--- src/rtl/lift_hall_dispatcher.sv ---
// -----------------------------------------------------------------------------
// lift_hall_dispatcher
//
// Hall-call dispatcher for a two-car elevator group. Landing calls are
// collected into a pending bitmap. Each unassigned call is handed to the
// nearest eligible car by a one-cycle request strobe. The dispatcher tracks
// which car owns which call, and retires a call when any car opens its doors
// at that floor.
//
// Parameters
//   DISPATCH_GAP   idle cycles enforced after each issued request (1..15)
//
// Ports
//   clk                  system clock, rising edge
//   reset                synchronous, active-high clear of all state
//   hall_call_valid      landing call present this cycle
//   hall_call_floor[2:0] floor of the landing call
//   hall_call_ready      call accepted on valid & ready (low only during reset)
//   current_floorN[2:0]  car N position
//   doorN[1:0]           car N door state, 2'b00 = closed
//   emergency_stopN      car N halted, not eligible for dispatch
//   full_capacityN       car N full, not eligible for dispatch
//   req_validN           one-cycle request strobe to car N
//   req_floorN[2:0]      requested floor; holds its last value between strobes
//   pending_calls[7:0]   outstanding hall calls, one bit per floor
//   assignedN[7:0]       calls currently owned by car N
//
// Build option
//   ESTOP_REASSIGN_EN    when defined, a car under emergency stop drops all of
//                        its assignments every cycle. Its calls then return to
//                        the unassigned pool and can be redispatched to the
//                        other car.
// -----------------------------------------------------------------------------
module lift_hall_dispatcher #(
  parameter int unsigned DISPATCH_GAP = 2
) (
  input  logic       clk,
  input  logic       reset,
  input  logic       hall_call_valid,
  input  logic [2:0] hall_call_floor,
  output logic       hall_call_ready,
  input  logic [2:0] current_floor1,
  input  logic [2:0] current_floor2,
  input  logic [1:0] door1,
  input  logic [1:0] door2,
  input  logic       emergency_stop1,
  input  logic       emergency_stop2,
  input  logic       full_capacity1,
  input  logic       full_capacity2,
  output logic       req_valid1,
  output logic       req_valid2,
  output logic [2:0] req_floor1,
  output logic [2:0] req_floor2,
  output logic [7:0] pending_calls,
  output logic [7:0] assigned1,
  output logic [7:0] assigned2
);

  // state | meaning
  // ------+---------------------------------------------------------------
  // IDLE  | looking for an unassigned call and an eligible car
  // ISSUE | request strobe on the chosen car; assignment recorded at exit
  // GAP   | gap down-counter running; returns to IDLE at terminal count 1
  typedef enum logic [1:0] {
    IDLE  = 2'd0,
    ISSUE = 2'd1,
    GAP   = 2'd2
  } state_t;

  localparam logic [3:0] GAP_LOAD = 4'(DISPATCH_GAP);

  state_t     state;
  logic [2:0] ptr;
  logic       toggle;     // 0 = car 1 wins the next distance tie
  logic [2:0] lat_floor;
  logic       lat_car2;   // latched choice: 1 = car 2, 0 = car 1
  logic [3:0] gap_cnt;

  logic [7:0] acc_mask;
  logic [7:0] svc_mask;
  logic [7:0] unassigned;
  logic [7:0] issue_mask;
  logic [7:0] assigned1_next;
  logic [7:0] assigned2_next;
  logic       elig1;
  logic       elig2;
  logic       pick_found;
  logic [2:0] pick_floor;
  logic [2:0] dist1;
  logic [2:0] dist2;
  logic       choose_car2;
  logic       tie;
  logic       dispatch_go;

  // Ready is combinational so that it is low only in the reset cycle itself.
  assign hall_call_ready = ~reset;

  assign acc_mask = (hall_call_valid && hall_call_ready) ? (8'b1 << hall_call_floor) : 8'b0;

  // Any car with its doors open serves the floor it is standing at.
  assign svc_mask = ((door1 != 2'b00) ? (8'b1 << current_floor1) : 8'b0)
                  | ((door2 != 2'b00) ? (8'b1 << current_floor2) : 8'b0);

  assign unassigned = pending_calls & ~assigned1 & ~assigned2;

  assign elig1 = ~emergency_stop1 & ~full_capacity1;
  assign elig2 = ~emergency_stop2 & ~full_capacity2;

  // First unassigned floor at or above the round-robin pointer, wrapping 7->0.
  always_comb begin
    pick_found = 1'b0;
    pick_floor = ptr;
    for (int i = 0; i < 8; i++) begin
      logic [2:0] idx;
      idx = ptr + 3'(i);
      if (!pick_found && unassigned[idx]) begin
        pick_found = 1'b1;
        pick_floor = idx;
      end
    end
  end

  assign dist1 = (current_floor1 >= pick_floor) ? (current_floor1 - pick_floor)
                                                : (pick_floor - current_floor1);
  assign dist2 = (current_floor2 >= pick_floor) ? (current_floor2 - pick_floor)
                                                : (pick_floor - current_floor2);

  always_comb begin
    choose_car2 = 1'b0;
    tie         = 1'b0;
    if (elig1 && elig2) begin
      if (dist1 < dist2) begin
        choose_car2 = 1'b0;
      end else if (dist2 < dist1) begin
        choose_car2 = 1'b1;
      end else begin
        choose_car2 = toggle;
        tie         = 1'b1;
      end
    end else begin
      choose_car2 = ~elig1;
    end
  end

  assign dispatch_go = pick_found && (elig1 || elig2);

  // Service clear is applied after the ISSUE set, so a call served on the
  // same edge it would be assigned stays cleared.
  assign issue_mask = (state == ISSUE) ? (8'b1 << lat_floor) : 8'b0;

  always_comb begin
    assigned1_next = (assigned1 | (lat_car2 ? 8'b0 : issue_mask)) & ~svc_mask;
    assigned2_next = (assigned2 | (lat_car2 ? issue_mask : 8'b0)) & ~svc_mask;
`ifdef ESTOP_REASSIGN_EN
    if (emergency_stop1) begin
      assigned1_next = 8'b0;
    end
    if (emergency_stop2) begin
      assigned2_next = 8'b0;
    end
`else
    // Assignments to a stopped car are retained until that floor is served.
`endif
  end

  always_ff @(posedge clk) begin
    if (reset) begin
      state         <= IDLE;
      ptr           <= 3'd0;
      toggle        <= 1'b0;
      lat_floor     <= 3'd0;
      lat_car2      <= 1'b0;
      gap_cnt       <= 4'd0;
      pending_calls <= 8'b0;
      assigned1     <= 8'b0;
      assigned2     <= 8'b0;
      req_valid1    <= 1'b0;
      req_valid2    <= 1'b0;
      req_floor1    <= 3'd0;
      req_floor2    <= 3'd0;
    end else begin
      pending_calls <= (pending_calls | acc_mask) & ~svc_mask;
      assigned1     <= assigned1_next;
      assigned2     <= assigned2_next;
      req_valid1    <= 1'b0;
      req_valid2    <= 1'b0;

      case (state)
        IDLE: begin
          if (dispatch_go) begin
            lat_floor <= pick_floor;
            lat_car2  <= choose_car2;
            if (tie) begin
              toggle <= ~toggle;
            end
            // Strobe is registered here so it is high for the whole ISSUE cycle.
            if (choose_car2) begin
              req_valid2 <= 1'b1;
              req_floor2 <= pick_floor;
            end else begin
              req_valid1 <= 1'b1;
              req_floor1 <= pick_floor;
            end
            state <= ISSUE;
          end
        end

        ISSUE: begin
          ptr     <= lat_floor + 3'd1;
          gap_cnt <= GAP_LOAD;
          state   <= GAP;
        end

        GAP: begin
          if (gap_cnt == 4'd1) begin
            state <= IDLE;
          end else begin
            gap_cnt <= gap_cnt - 4'd1;
          end
        end

        default: begin
          state <= IDLE;
        end
      endcase
    end
  end

endmodule

--- config.mk ---
export PLATFORM = sky130hd
export DESIGN_NAME = lift_hall_dispatcher
export DESIGN_NICKNAME = d
export VERILOG_FILES = /design/src/rtl/lift_hall_dispatcher.sv
export SDC_FILE = /design/constraint.sdc
export NUM_CORES = 1
export LEC_CHECK = 0
export ABC_AREA = 1
export CELL_PAD_IN_SITES_DETAIL_PLACEMENT = 1
export CELL_PAD_IN_SITES_GLOBAL_PLACEMENT = 1
export CORE_ASPECT_RATIO = 0.8
export CORE_UTILIZATION = 42
export DETAILED_ROUTE_END_ITERATION = 6
export PLACE_DENSITY_LB_ADDON = 0.25
export SLEW_MARGIN = 10
export SYNTH_ARGS = -nofsm -noshare
export SYNTH_HDL_FRONTEND = slang
export SYNTH_SLANG_ARGS = --single-unit
--- constraint.sdc ---
create_clock -name clk -period 12.2 [get_ports clk]
set_input_delay 1.83 -clock clk [delete_from_list [all_inputs] [get_ports clk]]
set_output_delay 1.83 -clock clk [all_outputs]
set_load 0.01 [all_outputs]
# Word level (Yosys, flattened, before mapping)
# Cells that the tools add are included.
[classes]
n_addsub = 13
multipliers = 0
div_mod_pow = 0
magnitude_cmp = 12
eq_ne = 6
shifts = 4
n_mux = 52
bitwise = 24
n_reduce_logical = 29
[ops]
columns = ["cell", "n"]
rows = [
  ["8-bit 2-to-1 mux", 6],
  ["8-bit bitwise AND", 5],
  ["3-bit by 4-bit less-than comparator with 1-bit output, second input constant", 8],
  ["8-bit OR", 4],
  ["1-bit by 3-bit << shifter with 8-bit output, first input constant", 4],
  ["3-bit 2-to-1 mux", 9],
  ["1-bit binary-select mux with 3-bit select", 8],
  ["1-bit 2-to-1 mux", 24],
  ["8-bit NOT", 3],
  ["3-bit adder, second input constant", 4],
  ["3-bit subtractor", 4],
  ["1-bit logical AND", 10],
  ["1-bit NOT", 10],
  ["3-bit AND reduction", 3],
  ["4-bit one-hot mux with 2 select lines", 1],
  ["1-bit zero test", 7],
  ["3-bit by 1-bit adder with 3-bit output, second input constant", 2],
  ["3-bit by 2-bit adder with 3-bit output, second input constant", 2],
  ["3-bit greater-or-equal comparator", 2],
  ["3-bit less-than comparator", 2],
  ["2-bit != test, second input constant", 3],
  ["2-bit one-hot mux with 3 select lines", 1],
  ["2-bit AND reduction", 3],
  ["2-bit nonzero test", 3],
  ["10 further kinds", 12],
]
[totals]
regBits = 46
latchBits = 0
ram_bits = 0
romBits = 0
inputBits = 20
output_inout_bits = 33
elab_cells = 153
n_memories = 0

# Depth between registers and ports, before layout
[logic_depth]
depth_word = 35
mapped_depth = 36
mapped_depth_nobuf = 34

# Worst setup path before layout
# No wires, ideal clock.
[synth_timing]
path_kind = "reg2reg"
start = "register ptr[0]"
end = "register req_floor2[2]"
setup_time_ps = 59
arrival_time_ps = 4542
required_time_ps = 12141
setup_slack_ps = 7599
path_stages_with_launch = 36
synth_period_minus_slack_ps = 4601
path_cell_list = "dfxtp_1 buf_6 inv_4 buf_8 ha_1 inv_1 nand3_1 nand3_1 nand2_2 nor2_4 nand2_2 nor2_4 nand2_2 nor2_4 nand3_2 clkinv_1 nand2_1 nand2_2 inv_2 ha_1 nand2_1 o211ai_1 mux2i_1 xor2_1 ha_1 a21oi_1 o31ai_1 inv_1 a21oi_1 o21ai_0 inv_1 nor2_4 inv_2 nor2_2 nand3_1 nand2_1"
[synth_via]
elab_chain_len = 31
word_cells_on_any_way = 67
[synth_rtl]
columns = ["element", "line", "rtl"]
rows = [
  ["start, declared", "73", "logic [2:0] ptr;"],
  ["start signal, assigned", "209", "ptr <= lat_floor + 3'd1;"],
  ["parallel branches: the longest is 23 deep, another holds 3-bit by 1-bit adder with 3-bit output", "n/a", ""],
  ["3-bit 2-to-1 mux (*)", "116", "if (!pick_found && unassigned[idx]) begin"],
  ["named net pick_floor[1]", "88", "logic [2:0] pick_floor;"],
  ["3-bit subtractor (tied with other cells)", "126", ": (pick_floor - current_floor2);"],
  ["3-bit 2-to-1 mux, on equally long branches", "125, 123", ""],
  ["3-bit less-than comparator", "134", "end else if (dist2 < dist1) begin"],
  ["1-bit 2-to-1 mux", "134", ""],
  ["1-bit 2-to-1 mux (*)", "132", "if (dist1 < dist2) begin"],
  ["1-bit 2-to-1 mux (*)", "131", "if (elig1 && elig2) begin"],
  ["3-bit AND reduction (no line) (*)", "n/a", ""],
  ["end signal, assigned", "199", "req_floor2 <= pick_floor;"],
  ["end, declared", "53", "output logic [2:0] req_floor2,"],
]
# Mark *: on every way through the listed nets, which the timed path passes. The select of a mux whose other input is x is not followed.
# A chain may end at the register's enable or synchronous reset.

# Worst setup path in the final report
[layout_timing]
start = "register ptr[0]"
end = "register req_floor2[1]"
[layout_via]
elab_chain_len = 31
word_cells_on_any_way = 67
[layout_rtl]
columns = ["element", "line"]
rows = [
  ["parallel branches: the longest is 23 deep, another holds 3-bit by 1-bit adder with 3-bit output", "n/a"],
  ["3-bit 2-to-1 mux (*)", "116"],
  ["named net pick_floor[1]", "88"],
  ["3-bit subtractor (tied with other cells)", "126"],
  ["3-bit 2-to-1 mux, on equally long branches", "125, 123"],
  ["3-bit less-than comparator", "134"],
  ["1-bit 2-to-1 mux", "134"],
  ["1-bit 2-to-1 mux", "132"],
  ["1-bit 2-to-1 mux", "131"],
  ["3-bit AND reduction (no line)", "n/a"],
]
# Marked as above.

==> flow_summary.ini <==
[sta]
finalSetupViolCount = 0
fmax_mhz = 172
max-slew-margin-rel_pct = 45.3
rsz0062_at_grt = false
final.setup.worst_slack_ns = 6.37
fin_crit_ns = 5.83
tightestPinTransition_ns = 0.820
skew_ns = 0.0121
period_share_pct = 47.8
tns_ns = 0
final_max_slew_viol_count = 0
hold_viol_final = 0

[critical_path]
endpoint_kind = register
crit_type = register to register
critPathMaxFanout = 18
r2r_slack_ns = 6.37
cpMaxStageDelayCell = dfxtp_1
arrival_ns = 6.06
reg2regPathDepth = 31
critPathLaunch = ptr[0]
timing.rr.start = ptr[0]
cpPeakStageDelay_ns = 0.80
worstPathRequired_ns = 12.43
startpoint_type = register
reg2reg_to = req_floor2[1]

[cts]
hold_buffers = 0
cts_root_buf = clkbuf_8
post_cts_resized = 0
cts_tree = yes
clock-sinks = 46
clk_latency_ns = 0.31
htreeDepth = 2
clk_pin_slew_ns = 0.11
cts_made_buffers = 5
cts_buffer_depth = 2
cts_setup_buffers = 0

[grt]
antenna_found_initial = 0
grt_max_degree = 21
grt_overflow_total = 0
grt_pass1_wl_um = 16600
grt_pass1_vias = 3354
grtUsageTotal_pct = 26.5

[yosys]
ys_top_cells_by_area = dfxtp_1 28%, nand3_1 11%, ha_1 9.1%, nand2_1 7.7%, nor2_1 5.8%
synthCells = 457
synthArstFlopShare_pct = 0
syn_area_mm2 = 0.00331
syn_avg_cell_area_um2 = 7.24
syn_nets = 505
yosysUniqueCellTypes = 44
yosysMostFrequentCell = nand3_1
yosysWarnings = 0
synth_ff_type = dfxtp_1
seq_area_frac_synth_pct = 27.8
yosys.area.top_type = dfxtp_1
synth-seq-cells = 46
synthDominantCellAreaShare_pct = 27.8
synth_edf_count = 0
synth_commonest_cells = 70 x nand3_1, 68 x nand2_1, 51 x nor2_1, 49 x inv_1, 46 x dfxtp_1

[floorplan]
ioPinCount = 53
rows = 28
dieArea_mm2 = 0.00824
core_area_mm2 = 0.00750
fp.dieH_um = 81.4
die_w_um = 101
initial_core_util_pct = 44.1

[run]
max-cap-violations = 0

[layout]
design_area_mm2 = 0.00401
drive_gt1_share_pct = 10.7
area_growth_syn_to_layout_pct = 21.1
nNetsFinal = 554
fin_cells = 612
antenna_cells = 0

[routing]
drtAntennaViolNets = 0
via_per_inst = 5.44
wirelength_um = 10600
wire_per_inst_um = 17.3
drc = 0
vias = 3331
drt_pass1_iterations = 4
first_iter_violations = 176

[status]
run_status = finished, final reports clean

[worst_hold_path]
holdPathEnd = req_floor1[1]
hold_start = req_floor1[1]
holdPathStages = 2
hold_path_class = register to register

[place]
gp_congestion = 0.872
dp_hpwl_um = 8440
portBuffers = 52
post-place-ws_ns = 6.54
placed_cell_area_mm2 = 0.00389
placed_cells = 604
worst max-delay path by stage:
stage / endpoint / slack [ns] / cells past startpoint
global placement: hall_call_ready / 6.65 / 3
detailed placement: req_floor2[0] / 6.54 / 31
finish: req_floor2[1] / 6.37 / 31
CTS: req_floor2[1] / 6.43 / 31
global route: req_floor2[1] / 5.99 / 29
floorplan: req_floor2[2] / 7.60 / 35
metal layers:
layer  GRT usage [%]  share of wire [%]
met5               0                  0
met4            6.67                2.0
met3            3.36                4.0
met2            45.0                 46
met1            35.8                 48
layout make-up:
class / instances / area, um^2
Clock buffer: 5 / 68.8
Timing Repair Buffer: 52 / 520
Inverter: 62 / 238
Clock inverter: 3 / 48.8
Multi-Input combinational cell: 339 / 2080
Sequential cell: 46 / 921
Tap cell: 105 / 131
Fill cell: 999 / 3490
stage by stage:
stage	hold slack (ns)	util (%)
after floorplan	0.436	-
after global placement	0.440	51.8
after detailed placement	0.452	51.8
after CTS	0.465	53.4
after global routing	0.486	53.4
final	0.461	53.4
worst max-delay path, delay by kind of cell, from the launching register on:
kind	cells	cell delay, ns
AOI/OAI and AO/OA	7	1.07
xor gates and xnor gates	1	0.17
buffers and inverters	6	0.91
DFF	1	0.80
muxes	1	0.27
and+or+nand+nor	13	1.47
adders and majority gates	3	1.05
registers in the layout (all words and copies together) (netlist names):
name           flops
req_floor1         3
req_valid2         1
ptr                3
gap_cnt            4
toggle             1
lat_car2           1
lat_floor          3
req_floor2         3
assigned2          8
req_valid1         1
state              2
pending_calls      8
assigned1          8
layout by cell type, fill, tap and decap left out, types with 9 or more instances in the layout:
cell,netlist,layout
a21oi_1,33,33
clkdlybuf4s50_1,0,52
dfxtp_1,46,46
ha_1,24,24
inv_1,49,49
inv_2,9,9
nand2_1,68,68
nand3_1,70,70
nand4_1,11,11
nor2_1,51,50
o21ai_0,13,13
logic make-up after synthesis:
kind of cell / synth area share (%)
flops: 27.8
simple gates: 33.4
mux: 1.25
xor+xnor: 2.04
buf+inv: 9.45
compound gates: 14.6
fa+ha+maj: 11.5
Power is not shown: default switching activity piles up to over one toggle a cycle in this logic, so the estimate is an artifact.
